[config.mk]
export PLATFORM = sky130hd
export DESIGN_NAME = micro_sequencer_flat
export DESIGN_NICKNAME = d
export VERILOG_FILES = /design/src/rtl/micro_seq_pkg.sv /design/src/rtl/micro_sequencer_if.sv /design/src/rtl/micro_return_stack.sv /design/src/rtl/micro_sequencer.sv /design/src/flat_wrapper.sv
export SDC_FILE = /design/constraint.sdc
export NUM_CORES = 1
export LEC_CHECK = 0
export CAP_MARGIN = 5
export CORE_UTILIZATION = 55
export CTS_CLUSTER_SIZE = 16
export DETAILED_ROUTE_END_ITERATION = 7
export HOLD_SLACK_MARGIN = 0.05
export PLACE_DENSITY = 0.87
export SYNTH_ARGS = -nofsm -noshare
export SYNTH_HDL_FRONTEND = slang
export SYNTH_SLANG_ARGS = --single-unit
[constraint.sdc]
create_clock -name clk -period 5.7 [get_ports clk]
set_clock_uncertainty 0.1 [all_clocks]
set_input_delay 1.14 -clock clk [delete_from_list [all_inputs] [get_ports clk]]
set_output_delay 1.14 -clock clk [all_outputs]
set_load 0.05 [all_outputs]
[src/rtl/micro_seq_pkg.sv]
// rtl/micro_seq_pkg.sv - sequencing codes, dispatch targets and dispatch table lookups
package micro_seq_pkg;

  typedef enum logic [1:0] {
    SEQ_JUMP = 2'b00,
    SEQ_DISP = 2'b01,
    SEQ_CALL = 2'b10,
    SEQ_RET  = 2'b11
  } seq_ctl_t;

  localparam int unsigned DISP_MEMADR = 2;
  localparam int unsigned DISP_EXECR  = 6;
  localparam int unsigned DISP_EXECI  = 7;
  localparam int unsigned DISP_B      = 9;
  localparam int unsigned DISP_BL     = 10;
  localparam int unsigned MEM_LDR     = 3;
  localparam int unsigned MEM_STR     = 5;
  localparam int unsigned MEM_LDRB    = 11;

  localparam int unsigned DEF_ADDR_W    = 5;
  localparam int unsigned DEF_RESET_ADR = 0;

  // Table 0: top-level instruction decode on op, with funct refining branch/exec kinds
  function automatic int unsigned disp_decode(input logic [1:0] op, input logic [5:0] funct);
    if (op == 2'b01)
      return DISP_MEMADR;
    else if (op == 2'b10)
      return funct[4] ? DISP_BL : DISP_B;
    else
      return funct[5] ? DISP_EXECI : DISP_EXECR;
  endfunction

  // Table 1: memory access kind; funct[0] = load, funct[2] = byte
  function automatic int unsigned disp_mem(input logic [5:0] funct);
    if (funct[0])
      return funct[2] ? MEM_LDRB : MEM_LDR;
    else
      return MEM_STR;
  endfunction

endpackage

[src/rtl/micro_sequencer_if.sv]
// rtl/micro_sequencer_if.sv - microinstruction sequencing fields in, micro-PC out
interface micro_sequencer_if #(
  parameter int ADDR_W = 5
);
  import micro_seq_pkg::*;

  seq_ctl_t          seq_ctl;
  logic [ADDR_W-1:0] next_adr;
  logic [1:0]        disp_sel;
  logic [1:0]        op;
  logic [5:0]        funct;
  logic [ADDR_W-1:0] upc;

  modport master (output seq_ctl, next_adr, disp_sel, op, funct, input upc);
  modport slave  (input seq_ctl, next_adr, disp_sel, op, funct, output upc);
endinterface

[src/rtl/micro_return_stack.sv]
// rtl/micro_return_stack.sv - microsubroutine return-address stack; ignores push when full, pop when empty
module micro_return_stack #(
  parameter int ADDR_W      = 5,
  parameter int STACK_DEPTH = 4,
  localparam int DW         = $clog2(STACK_DEPTH + 1)
) (
  input  logic              clk,
  input  logic              reset,
  input  logic              clear,
  input  logic              push,
  input  logic              pop,
  input  logic [ADDR_W-1:0] push_data,
  output logic [ADDR_W-1:0] top,
  output logic [DW-1:0]     depth,
  output logic              full,
  output logic              empty
);

  localparam int IW = (STACK_DEPTH > 1) ? $clog2(STACK_DEPTH) : 1;
  localparam logic [DW-1:0] ONE = DW'(1);

  logic [ADDR_W-1:0] mem [STACK_DEPTH];
  logic [DW-1:0]     top_ptr;

  assign full    = (depth == DW'(STACK_DEPTH));
  assign empty   = (depth == '0);
  assign top_ptr = depth - ONE;
  assign top     = mem[top_ptr[IW-1:0]];

  // Contents need no reset: depth alone defines which entries are valid
  always_ff @(posedge clk) begin
    if (push && !full && !clear)
      mem[depth[IW-1:0]] <= push_data;
  end

  always_ff @(posedge clk or negedge reset) begin
    if (!reset)
      depth <= '0;
    else if (clear)
      depth <= '0;
    else if (push && !full)
      depth <= depth + ONE;
    else if (pop && !empty)
      depth <= depth - ONE;
  end

endmodule

[src/rtl/micro_sequencer.sv]
// rtl/micro_sequencer.sv - micro-PC sequencer with jump, dispatch, call/return, stall, restart
module micro_sequencer
  import micro_seq_pkg::*;
#(
  parameter int                ADDR_W      = 5,
  parameter int                STACK_DEPTH = 4,
  parameter int                NUM_DISP    = 2,
  parameter logic [ADDR_W-1:0] RESET_ADR   = '0,
  parameter logic [ADDR_W-1:0] FAULT_ADR   = '1,
  localparam int               DW          = $clog2(STACK_DEPTH + 1)
) (
  input  logic                  clk,
  input  logic                  reset,
  input  logic                  restart,
  input  logic                  stall,
  input  logic                  err_clr,
  micro_sequencer_if.slave      sif,
  output logic [DW-1:0]         depth,
  output logic                  stack_full,
  output logic                  stack_empty,
  output logic                  ovf,
  output logic                  unf
);

  logic [ADDR_W-1:0] upc_q;
  logic [ADDR_W-1:0] upc_nxt;
  logic [ADDR_W-1:0] disp_adr;
  logic [ADDR_W-1:0] stack_top;
  logic              push;
  logic              pop;
  logic              clr;
  logic              ovf_set;
  logic              unf_set;

  assign sif.upc = upc_q;

  // Only tables 0 and 1 exist; any other select lands on the fault handler
  always_comb begin
    disp_adr = FAULT_ADR;
    if (int'(sif.disp_sel) < NUM_DISP) begin
      case (sif.disp_sel)
        2'd0:    disp_adr = ADDR_W'(disp_decode(sif.op, sif.funct));
        2'd1:    disp_adr = ADDR_W'(disp_mem(sif.funct));
        default: disp_adr = FAULT_ADR;
      endcase
    end
  end

  always_comb begin
    upc_nxt = upc_q;
    push    = 1'b0;
    pop     = 1'b0;
    clr     = 1'b0;
    ovf_set = 1'b0;
    unf_set = 1'b0;
    if (restart) begin
      upc_nxt = RESET_ADR;
      clr     = 1'b1;
    end else if (!stall) begin
      case (sif.seq_ctl)
        SEQ_JUMP: upc_nxt = sif.next_adr;
        SEQ_DISP: upc_nxt = disp_adr;
        SEQ_CALL: begin
          if (stack_full) begin
            upc_nxt = FAULT_ADR;
            ovf_set = 1'b1;
          end else begin
            upc_nxt = sif.next_adr;
            push    = 1'b1;
          end
        end
        SEQ_RET: begin
          if (stack_empty) begin
            upc_nxt = FAULT_ADR;
            unf_set = 1'b1;
          end else begin
            upc_nxt = stack_top;
            pop     = 1'b1;
          end
        end
      endcase
    end
  end

  // A new fault outranks err_clr in the same cycle
  always_ff @(posedge clk or negedge reset) begin
    if (!reset) begin
      upc_q <= RESET_ADR;
      ovf   <= 1'b0;
      unf   <= 1'b0;
    end else begin
      upc_q <= upc_nxt;
      ovf   <= ovf_set | (ovf & ~err_clr);
      unf   <= unf_set | (unf & ~err_clr);
    end
  end

  micro_return_stack #(
    .ADDR_W      (ADDR_W),
    .STACK_DEPTH (STACK_DEPTH)
  ) u_stack (
    .clk       (clk),
    .reset     (reset),
    .clear     (clr),
    .push      (push),
    .pop       (pop),
    .push_data (upc_q + ADDR_W'(1)),
    .top       (stack_top),
    .depth     (depth),
    .full      (stack_full),
    .empty     (stack_empty)
  );

endmodule
[src/flat_wrapper.sv]
// flat-port wrapper written by rule: the top's interface ports become plain ports
module micro_sequencer_flat import micro_seq_pkg::*;
#(
  parameter int                ADDR_W      = 5,
  parameter int                STACK_DEPTH = 4,
  parameter int                NUM_DISP    = 2,
  parameter logic [ADDR_W-1:0] RESET_ADR   = '0,
  parameter logic [ADDR_W-1:0] FAULT_ADR   = '1,
  localparam int               DW          = $clog2(STACK_DEPTH + 1)
)
  (clk, reset, restart, stall, err_clr, depth, stack_full, stack_empty, ovf, unf, sif_seq_ctl, sif_next_adr, sif_disp_sel, sif_op, sif_funct, sif_upc);
  micro_sequencer_if #(.ADDR_W(ADDR_W)) sif_i ();
  input  logic clk;
  input  logic reset;
  input  logic restart;
  input  logic stall;
  input  logic err_clr;
  output logic [DW-1:0] depth;
  output logic stack_full;
  output logic stack_empty;
  output logic ovf;
  output logic unf;
  input wire logic [$bits(sif_i.seq_ctl)-1:0] sif_seq_ctl;
  input wire logic [$bits(sif_i.next_adr)-1:0] sif_next_adr;
  input wire logic [$bits(sif_i.disp_sel)-1:0] sif_disp_sel;
  input wire logic [$bits(sif_i.op)-1:0] sif_op;
  input wire logic [$bits(sif_i.funct)-1:0] sif_funct;
  output wire logic [$bits(sif_i.upc)-1:0] sif_upc;
  assign sif_i.seq_ctl = sif_seq_ctl;
  assign sif_i.next_adr = sif_next_adr;
  assign sif_i.disp_sel = sif_disp_sel;
  assign sif_i.op = sif_op;
  assign sif_i.funct = sif_funct;
  assign sif_upc = sif_i.upc;
  micro_sequencer #(.ADDR_W(ADDR_W), .STACK_DEPTH(STACK_DEPTH), .NUM_DISP(NUM_DISP), .RESET_ADR(RESET_ADR), .FAULT_ADR(FAULT_ADR)) u_core (.clk(clk), .reset(reset), .restart(restart), .stall(stall), .err_clr(err_clr), .sif(sif_i), .depth(depth), .stack_full(stack_full), .stack_empty(stack_empty), .ovf(ovf), .unf(unf));
endmodule
==> impl_results.html, run 1 <==
<table>
<tr><th>Metric</th><th>Value</th></tr>
<tr><th colspan="2">Detailed routing</th></tr>
<tr><td>Drt wl/cell</td><td>16.7 microns</td></tr>
<tr><td>Number of optimization iterations in the first detailed-route pass</td><td>4</td></tr>
<tr><td>Drt total wl</td><td>3.53 mm</td></tr>
<tr><td>Number of design rule violations left after detail routing</td><td>0</td></tr>
<tr><td>First-iteration detailed-routing DRC count</td><td>67</td></tr>
<tr><td>Post-detailed-route via-to-cell ratio</td><td>6.03</td></tr>
<tr><td>Routed via count</td><td>1278</td></tr>
<tr><td>Remaining antenna violation count after routing</td><td>0</td></tr>
<tr><th colspan="2">STA</th></tr>
<tr><td>Relative slew margins</td><td>0.609</td></tr>
<tr><td>Number of failing hold endpoints at the final stage</td><td>0</td></tr>
<tr><td>Transition at the pin with the smallest max-transition slack</td><td>0.586 ns</td></tr>
<tr><td>Worst-case hold slack</td><td>0.443 ns</td></tr>
<tr><td>Setup_tns</td><td>0 ns</td></tr>
<tr><td>Final Max Tran Viols</td><td>0</td></tr>
<tr><td>Setup repair after global routing missed its margin</td><td>false</td></tr>
<tr><td>Highest Clock Rate</td><td>0.255 GHz</td></tr>
<tr><td>Period minus WS final</td><td>3.92 ns</td></tr>
<tr><td>Final critical-path share of the clock period</td><td>0.688</td></tr>
<tr><td>Count of final setup violators</td><td>0</td></tr>
<tr><th colspan="2">Floorplanning</th></tr>
<tr><td>Core ar.</td><td>2830 sq um</td></tr>
<tr><td>Number of rows created at floorplan</td><td>19</td></tr>
<tr><td>Chip width</td><td>57.4 microns</td></tr>
<tr><td>IO Count</td><td>34</td></tr>
<tr><td>Die Y</td><td>57.4 microns</td></tr>
<tr><td>Initial standard-cell utilization of the core</td><td>0.596</td></tr>
<tr><td>Area of the die</td><td>3290 sq um</td></tr>
<tr><th colspan="2">Min path</th></tr>
<tr><td>Worst hold path class</td><td>register to register</td></tr>
<tr><td>Endpoint of the worst hold path</td><td>u_core.unf$_DFF_PN0_</td></tr>
<tr><td>Worst hold path startpoint</td><td>u_core.unf$_DFF_PN0_</td></tr>
<tr><td>Hold Crit Depth</td><td>2</td></tr>
<tr><th colspan="2">Setup path</th></tr>
<tr><td>Worst R2R Path Depth</td><td>7</td></tr>
<tr><td>Kind of end point of the critical path</td><td>output pin</td></tr>
<tr><td>Startpoint of the worst register-to-register path</td><td>u_core.u_stack.depth[0]$_DFFE_PN0P_</td></tr>
<tr><td>Critical Path RT</td><td>4.46 ns</td></tr>
<tr><td>Kind of start point of the critical path</td><td>register</td></tr>
<tr><td>Category of the critical setup timing path</td><td>register to output pin</td></tr>
<tr><td>WP data arrival</td><td>2.68 ns</td></tr>
<tr><td>Endpoint of the most critical register-to-register path</td><td>u_core.sif.upc[0]$_DFFE_PN0P_</td></tr>
<tr><td>Setup slack of the worst register-to-register path</td><td>3.14 ns</td></tr>
<tr><td>Maximum fanout encountered on the critical timing path</td><td>15</td></tr>
<tr><th colspan="2">Synthesis</th></tr>
<tr><td>Cell area after technology mapping</td><td>1690 sq um</td></tr>
<tr><td>Gate Count Post-Synth</td><td>148</td></tr>
<tr><td>Number of nets in the synthesized netlist</td><td>179</td></tr>
<tr><td>Top cells by count, synth</td><td>20 x edfxtp_1, 10 x dfrtp_1, 10 x inv_1</td></tr>
<tr><td>Ys flop type</td><td>edfxtp_1</td></tr>
<tr><td>Sequential-to-total area share from yosys stat</td><td>0.504</td></tr>
<tr><td>Simple-gate share of the synthesized area</td><td>0.161</td></tr>
<tr><td>Yosys synthesis warning count</td><td>0</td></tr>
<tr><td>Share of synthesized cell area in full adder, half adder and majority cells</td><td>0.0668</td></tr>
<tr><td>Dominant combinational cell family by area after synthesis</td><td>compound AO/OA/AOI/OAI gates</td></tr>
<tr><td>Multiplexer area fraction after synthesis</td><td>0.0504</td></tr>
<tr><td>Synth area leaders</td><td>edfxtp_1 36%, dfrtp_1 15%, ha_1 6.7%, a211oi_1 3.6%, mux4_2 2.7%</td></tr>
<tr><td>Post-synth top area cell</td><td>edfxtp_1</td></tr>
<tr><td>XOR/XNOR share of the synthesized area</td><td>0.0156</td></tr>
<tr><td>Fraction of the mapped netlist area in compound gates</td><td>0.161</td></tr>
<tr><td>Most frequently used cell type in the post-synthesis netlist</td><td>edfxtp_1</td></tr>
<tr><td>Syn_area_per_cell</td><td>11.4 sq um</td></tr>
<tr><td>Yosys reg bits</td><td>30</td></tr>
<tr><td>Number of enable flip-flop cells after synthesis</td><td>20</td></tr>
<tr><td>Number of distinct standard cells referenced by the synthesized netlist</td><td>38</td></tr>
<tr><td>Fraction of synthesized cell area taken by the top area cell type</td><td>0.356</td></tr>
<tr><td>Fraction of registers with async set or reset after synthesis</td><td>0.333</td></tr>
<tr><th colspan="2">Cells and area</th></tr>
<tr><td>Antenna fix cells</td><td>0</td></tr>
<tr><td>Nets</td><td>211</td></tr>
<tr><td>Fraction of layout instances using a drive strength above 1</td><td>0.0773</td></tr>
<tr><td>Area delta synth-&gt;final</td><td>22.0%</td></tr>
<tr><td>Layout Cell Area excl Fill</td><td>2060 sq um</td></tr>
<tr><th colspan="2">Clock tree</th></tr>
<tr><td>Post-cts repair resize count</td><td>0</td></tr>
<tr><td>Number of buffers between clock root and the deepest sink</td><td>2</td></tr>
<tr><td>H-Tree Depth</td><td>2</td></tr>
<tr><td>Number of post-CTS setup repair buffers</td><td>0</td></tr>
<tr><td>CTS sink cnt</td><td>30</td></tr>
<tr><td>Root buffer cell</td><td>clkbuf_4</td></tr>
<tr><td>Clock buffer count from CTS</td><td>5</td></tr>
<tr><td>Clock tree from TritonCTS</td><td>yes</td></tr>
<tr><td>Hold buffer count at cts</td><td>0</td></tr>
<tr><td>Clock network latency to the later pin of the worst-skew pair</td><td>0.32 ns</td></tr>
<tr><td>CTS clk-pin slew, worst paths</td><td>0.09 ns</td></tr>
<tr><th colspan="2">Placement</th></tr>
<tr><td>Quantity of I/O buffers inserted on ports</td><td>31</td></tr>
<tr><td>Routability Congestion</td><td>0.833</td></tr>
<tr><td>Standard cell area after detailed placement</td><td>2010 sq um</td></tr>
<tr><td>Detailed placer's ending HPWL</td><td>2.75 mm</td></tr>
<tr><th colspan="2">Global route</th></tr>
<tr><td>Antenna violations before repair</td><td>0</td></tr>
<tr><td>GRT Total Usage</td><td>0.240</td></tr>
<tr><td>Largest net degree at the start of global routing</td><td>16</td></tr>
<tr><td>First-pass GRT wire length</td><td>5.87 mm</td></tr>
<tr><td>Total gr overflow</td><td>0</td></tr>
<tr><td>Via count of the first global-routing pass</td><td>1254</td></tr>
<tr><th colspan="2">Outcome</th></tr>
<tr><td>Run status</td><td>complete, no violations</td></tr>
<tr><th colspan="2">Run</th></tr>
<tr><td>Maximum capacitance violations</td><td>0</td></tr>
<tr><th colspan="2">Power</th></tr>
<tr><td>Maximum ir drop on the vdd rail</td><td>0.131 mV</td></tr>
<tr><td>P_leak</td><td>0.760 nW</td></tr>
<tr><td>Power per cell area</td><td>227 nW/um^2</td></tr>
</table>
[flip-flops by register name, indices dropped and copies added, names as in the netlist]
name	flops
u_core.u_stack.mem	20
u_core.sif.upc	5
u_core.u_stack.depth	3
u_core.ovf	1
u_core.unf	1
[metal layers]
metal / up-vias / track usage / routed length, microns
li1: 624 / - / -
met1: 603 / 0.305 / 1530
met2: 45 / 0.414 / 1810
met3: 6 / 0.0408 / 146
met4: 0 / 0.0836 / 48
met5: - / 0 / 0
[final cells by class]
cell class / count / area [sq um]
Fill cell: 194 / 772
Tap cell: 31 / 38.8
Multi-Input combinational cell: 101 / 767
Inverter: 11 / 41.3
Clock buffer: 8 / 48.8
Timing Repair Buffer: 31 / 310
Sequential cell: 30 / 851
[where the power goes]
part           total [mW]  switching [mW]  leakage [nW]  internal [mW]
registers           0.249         0.00855         0.317          0.240
clock network       0.115          0.0660        0.0265         0.0491
logic               0.103          0.0611         0.417         0.0423
[kinds of logic (layout without fill, tap and decap cells)]
group | Yosys count | in the layout
AND/OR/NAND/NOR | 46 | 46
buffers and inverters | 17 | 50
flip-flops | 30 | 30
AO/OA/AOI/OAI | 37 | 37
multiplexers | 6 | 6
adder cells (fa/ha/maj) | 9 | 9
XOR/XNOR | 3 | 3
[critical path: stages (launching register included)]
cell,delay [ns]
dfrtp_1,0.60
inv_1,0.26
ha_1,0.30
nand2_1,0.17
inv_1,0.20
clkdlybuf4s50_1,0.83
[worst max-delay path by stage]
stage | start | to | slack, ns | cells after the start
floorplan | u_core.u_stack.depth[0]$_DFFE_PN0P_ | stack_full | 2.68 | 5
global route | u_core.u_stack.depth[0]$_DFFE_PN0P_ | stack_full | 1.62 | 5
CTS | u_core.u_stack.depth[0]$_DFFE_PN0P_ | stack_full | 1.77 | 5
global placement | u_core.u_stack.depth[0]$_DFFE_PN0P_ | stack_full | 2.21 | 5
detailed placement | u_core.u_stack.depth[0]$_DFFE_PN0P_ | stack_full | 2.14 | 5
finish | u_core.u_stack.depth[0]$_DFFE_PN0P_ | stack_full | 1.78 | 5
[through the flow]
| stage | setup slack, ns | std cells | util | total power [mW] |
|---|---|---|---|---|
| 2_1_floorplan | 2.68 | 148 | - | 0.316 |
| 3_3_place_gp | 2.21 | 204 | 0.710 | 0.352 |
| 3_5_place_dp | 2.14 | 204 | 0.710 | 0.357 |
| 4_1_cts | 1.77 | 212 | 0.727 | 0.470 |
| 5_1_grt | 1.62 | 212 | 0.727 | 0.489 |
| 6_report | 1.78 | 212 | 0.727 | 0.467 |
[cells in the final DEF, fill, tap and decap left out, types with 5 or more instances in the layout]
| master | Yosys | layout |
|---|---|---|
| a211oi_1 | 8 | 8 |
| a21oi_1 | 8 | 8 |
| clkbuf_4 | 0 | 5 |
| clkdlybuf4s50_1 | 0 | 31 |
| dfrtp_1 | 10 | 10 |
| edfxtp_1 | 20 | 20 |
| ha_1 | 9 | 9 |
| inv_1 | 10 | 10 |
| nand2b_1 | 7 | 7 |
| nor2_1 | 9 | 9 |
| nor2b_1 | 5 | 5 |
| nor3_1 | 7 | 7 |
(Power assumes the default switching activity.)
==> inputs of run 2 (changes only) <==
CORE_UTILIZATION = 51   (was 55)
PLACE_DENSITY = 0.81   (was 0.87)
clock period = 3.9 ns   (was 5.7 ns; I/O delays follow)
==> run 2 against run 1 <==
Against the previous run:
- register-to-register slack got worse by 1.8 ns
- clock-buffer cell count shrank 2
- clock power increased by 50%
- sequential cell count stayed put
- cell count is 6.1% higher
==> impl_results.html, run 2 (same netlist as run 1, synthesis figures left out) <==
<table>
<tr><th>Metric</th><th>Value</th></tr>
<tr><th colspan="2">Clock tree</th></tr>
<tr><td>Clock network latency to the later pin of the worst-skew pair</td><td>0.32 ns</td></tr>
<tr><td>Number of post-CTS setup repair buffers</td><td>0</td></tr>
<tr><td>CTS clk-pin slew, worst paths</td><td>0.09 ns</td></tr>
<tr><td>Root buffer cell</td><td>clkbuf_4</td></tr>
<tr><td>CTS sink cnt</td><td>30</td></tr>
<tr><td>Clock buffer count from CTS</td><td>5</td></tr>
<tr><td>H-Tree Depth</td><td>2</td></tr>
<tr><td>Number of buffers between clock root and the deepest sink</td><td>2</td></tr>
<tr><td>Hold buffer count at cts</td><td>0</td></tr>
<tr><td>Post-cts repair resize count</td><td>0</td></tr>
<tr><td>Clock tree from TritonCTS</td><td>yes</td></tr>
<tr><th colspan="2">Floorplanning</th></tr>
<tr><td>Area of the die</td><td>3540 sq um</td></tr>
<tr><td>Core ar.</td><td>3100 sq um</td></tr>
<tr><td>IO Count</td><td>34</td></tr>
<tr><td>Initial standard-cell utilization of the core</td><td>0.544</td></tr>
<tr><td>Number of rows created at floorplan</td><td>20</td></tr>
<tr><td>Chip width</td><td>59.5 microns</td></tr>
<tr><td>Die Y</td><td>59.5 microns</td></tr>
<tr><th colspan="2">Cells and area</th></tr>
<tr><td>Nets</td><td>211</td></tr>
<tr><td>Max reg flops</td><td>20</td></tr>
<tr><td>Antenna fix cells</td><td>0</td></tr>
<tr><td>Fraction of layout instances using a drive strength above 1</td><td>0.0884</td></tr>
<tr><td>Area delta synth-&gt;final</td><td>23.1%</td></tr>
<tr><td>Commonest non-fill, non-tap cells in the layout</td><td>31 x clkdlybuf4s50_1, 20 x edfxtp_1, 10 x inv_1, 10 x dfrtp_1</td></tr>
<tr><td>Most common cell after layout, fill and taps aside</td><td>clkdlybuf4s50_1</td></tr>
<tr><td>Final core occ</td><td>0.669</td></tr>
<tr><th colspan="2">Setup path</th></tr>
<tr><td>Ordered cell list for the critical path</td><td>inv_1 -&gt; ha_1 -&gt; nand2_1 -&gt; inv_1 -&gt; clkdlybuf4s50_1</td></tr>
<tr><td>WP data arrival</td><td>2.68 ns</td></tr>
<tr><td>Largest stage delay on the critical path</td><td>0.85 ns</td></tr>
<tr><td>Kind of end point of the critical path</td><td>output pin</td></tr>
<tr><td>Kind of start point of the critical path</td><td>register</td></tr>
<tr><td>Endpoint of the most critical register-to-register path</td><td>u_core.u_stack.mem[2][0]$_DFFE_PP_</td></tr>
<tr><td>Slowest stage cell on the critical path</td><td>clkdlybuf4s50_1</td></tr>
<tr><td>Most used cell along the critical path</td><td>inv_1</td></tr>
<tr><td>Critical Path RT</td><td>3.02 ns</td></tr>
<tr><td>Category of the critical setup timing path</td><td>register to output pin</td></tr>
<tr><td>Startpoint of the worst register-to-register path</td><td>u_core.u_stack.depth[0]$_DFFE_PN0P_</td></tr>
<tr><td>Maximum fanout encountered on the critical timing path</td><td>15</td></tr>
<tr><td>Worst R2R Path Depth</td><td>6</td></tr>
<tr><td>CP Buf/Inv Count</td><td>3</td></tr>
<tr><td>Family of cells with the greatest summed delay on the critical path</td><td>buffers and inverters</td></tr>
<tr><td>Setup slack of the worst register-to-register path</td><td>1.39 ns</td></tr>
<tr><th colspan="2">Min path</th></tr>
<tr><td>Worst hold path class</td><td>register to register</td></tr>
<tr><td>Hold Crit Depth</td><td>2</td></tr>
<tr><td>Endpoint of the worst hold path</td><td>u_core.unf$_DFF_PN0_</td></tr>
<tr><td>Worst hold path startpoint</td><td>u_core.unf$_DFF_PN0_</td></tr>
<tr><th colspan="2">Detailed routing</th></tr>
<tr><td>Number of optimization iterations in the first detailed-route pass</td><td>4</td></tr>
<tr><td>First-iteration detailed-routing DRC count</td><td>40</td></tr>
<tr><td>Metal2 WL</td><td>1.75 mm</td></tr>
<tr><td>Routed via count</td><td>1292</td></tr>
<tr><td>Post-detailed-route via-to-cell ratio</td><td>5.74</td></tr>
<tr><td>Met1 layer wirelength in the final routing</td><td>1.53 mm</td></tr>
<tr><td>Drt wl/cell</td><td>15.7 microns</td></tr>
<tr><td>Met3 wirelength from detailed routing</td><td>192 microns</td></tr>
<tr><td>Number of design rule violations left after detail routing</td><td>0</td></tr>
<tr><td>Top routing layer used</td><td>met4</td></tr>
<tr><td>Drt total wl</td><td>3.53 mm</td></tr>
<tr><td>Remaining antenna violation count after routing</td><td>0</td></tr>
<tr><th colspan="2">Global route</th></tr>
<tr><td>Largest net degree at the start of global routing</td><td>16</td></tr>
<tr><td>Via count of the first global-routing pass</td><td>1252</td></tr>
<tr><td>GRT Total Usage</td><td>0.225</td></tr>
<tr><td>First-pass GRT wire length</td><td>5.68 mm</td></tr>
<tr><td>Total gr overflow</td><td>0</td></tr>
<tr><td>Antenna violations before repair</td><td>0</td></tr>
<tr><th colspan="2">STA</th></tr>
<tr><td>Setup repair after global routing missed its margin</td><td>false</td></tr>
<tr><td>Worst-case hold slack</td><td>0.436 ns</td></tr>
<tr><td>Period minus WS final</td><td>3.56 ns</td></tr>
<tr><td>Final critical-path share of the clock period</td><td>0.913</td></tr>
<tr><td>Final Max Tran Viols</td><td>0</td></tr>
<tr><td>Count of final setup violators</td><td>0</td></tr>
<tr><td>Highest Clock Rate</td><td>0.281 GHz</td></tr>
<tr><td>Transition at the pin with the smallest max-transition slack</td><td>0.567 ns</td></tr>
<tr><td>Number of failing hold endpoints at the final stage</td><td>0</td></tr>
<tr><td>Relative slew margins</td><td>0.622</td></tr>
<tr><td>Setup_tns</td><td>0 ns</td></tr>
<tr><th colspan="2">Placement</th></tr>
<tr><td>Routability Congestion</td><td>0.844</td></tr>
<tr><td>Quantity of I/O buffers inserted on ports</td><td>31</td></tr>
<tr><td>Detailed placer's ending HPWL</td><td>2.75 mm</td></tr>
<tr><th colspan="2">Power</th></tr>
<tr><td>Maximum ir drop on the vdd rail</td><td>0.182 mV</td></tr>
<tr><td>Power per cell area</td><td>331 nW/um^2</td></tr>
<tr><td>P_leak</td><td>0.766 nW</td></tr>
<tr><th colspan="2">Run</th></tr>
<tr><td>Maximum capacitance violations</td><td>0</td></tr>
<tr><th colspan="2">Outcome</th></tr>
<tr><td>Run status</td><td>complete, no violations</td></tr>
</table>
run 2: cell types whose count changed in the layout (fill, tap and decap cells not counted):
cell / previous run / this run
clkinv_2: 0 / 2
clkbuf_1: 3 / 1
run 2: worst max-delay path by stage:
| stage | from | slack (ns) | to | depth (start not counted) |
|---|---|---|---|---|
| final | u_core.u_stack.depth[0]$_DFFE_PN0P_ | 0.34 | stack_full | 5 |
| after global routing | u_core.u_stack.depth[0]$_DFFE_PN0P_ | 0.23 | stack_full | 5 |
| after CTS | u_core.u_stack.depth[0]$_DFFE_PN0P_ | 0.34 | stack_full | 5 |
| after detailed placement | u_core.u_stack.depth[0]$_DFFE_PN0P_ | 0.71 | stack_full | 5 |
| after global placement | u_core.u_stack.depth[0]$_DFFE_PN0P_ | 0.76 | stack_full | 5 |
| after floorplan | u_core.u_stack.depth[0]$_DFFE_PN0P_ | 1.24 | stack_full | 5 |
run 2: metrics by stage:
stage | total power [mW] | worst slack, ns | instances | area [sq um]
floorplan | 0.461 | 1.24 | 148 | 1690
global placement | 0.517 | 0.756 | 217 | 2020
detailed placement | 0.520 | 0.711 | 217 | 2020
CTS | 0.688 | 0.339 | 225 | 2080
global route | 0.716 | 0.228 | 225 | 2080
finish | 0.686 | 0.337 | 225 | 2080
run 2: worst register-to-register path, delay by kind of cell, from the launching register on:
family	cells	cell delay (ns)
adder cells (fa/ha/maj)	1	0.33
buffers and inverters	2	0.35
flip-flops	1	0.71
AND/OR/NAND/NOR	3	0.70
run 2: layer usage:
layer | global-route usage | vias to the layer above
met5 | 0 | -
met4 | 0.123 | 0
li1 | - | 624
met2 | 0.366 | 49
met3 | 0.0459 | 7
met1 | 0.282 | 612
run 2: cell type report:
cell class	count	area, sq um
timing repair buffer	31	310
sequential	30	851
fill	267	1030
clock inverter	2	10.0
inverter	11	41.3
multi-input combinational	101	767
tap	44	55.1
clock buffer	6	41.3
run 2: report_power, final:
group / total (mW) / internal (mW) / leakage, nW / switching, mW
Sequential: 0.363 / 0.351 / 0.317 / 0.0122
Combinational: 0.151 / 0.0619 / 0.417 / 0.0886
Clock: 0.173 / 0.0685 / 0.0320 / 0.104
==> inputs of run 3 (changes only) <==
SKIP_CTS_REPAIR_TIMING = 1   (was not set)
==> results of run 3 <==
Same layout as run 2: the final DEF is identical, and so are final timing and power.
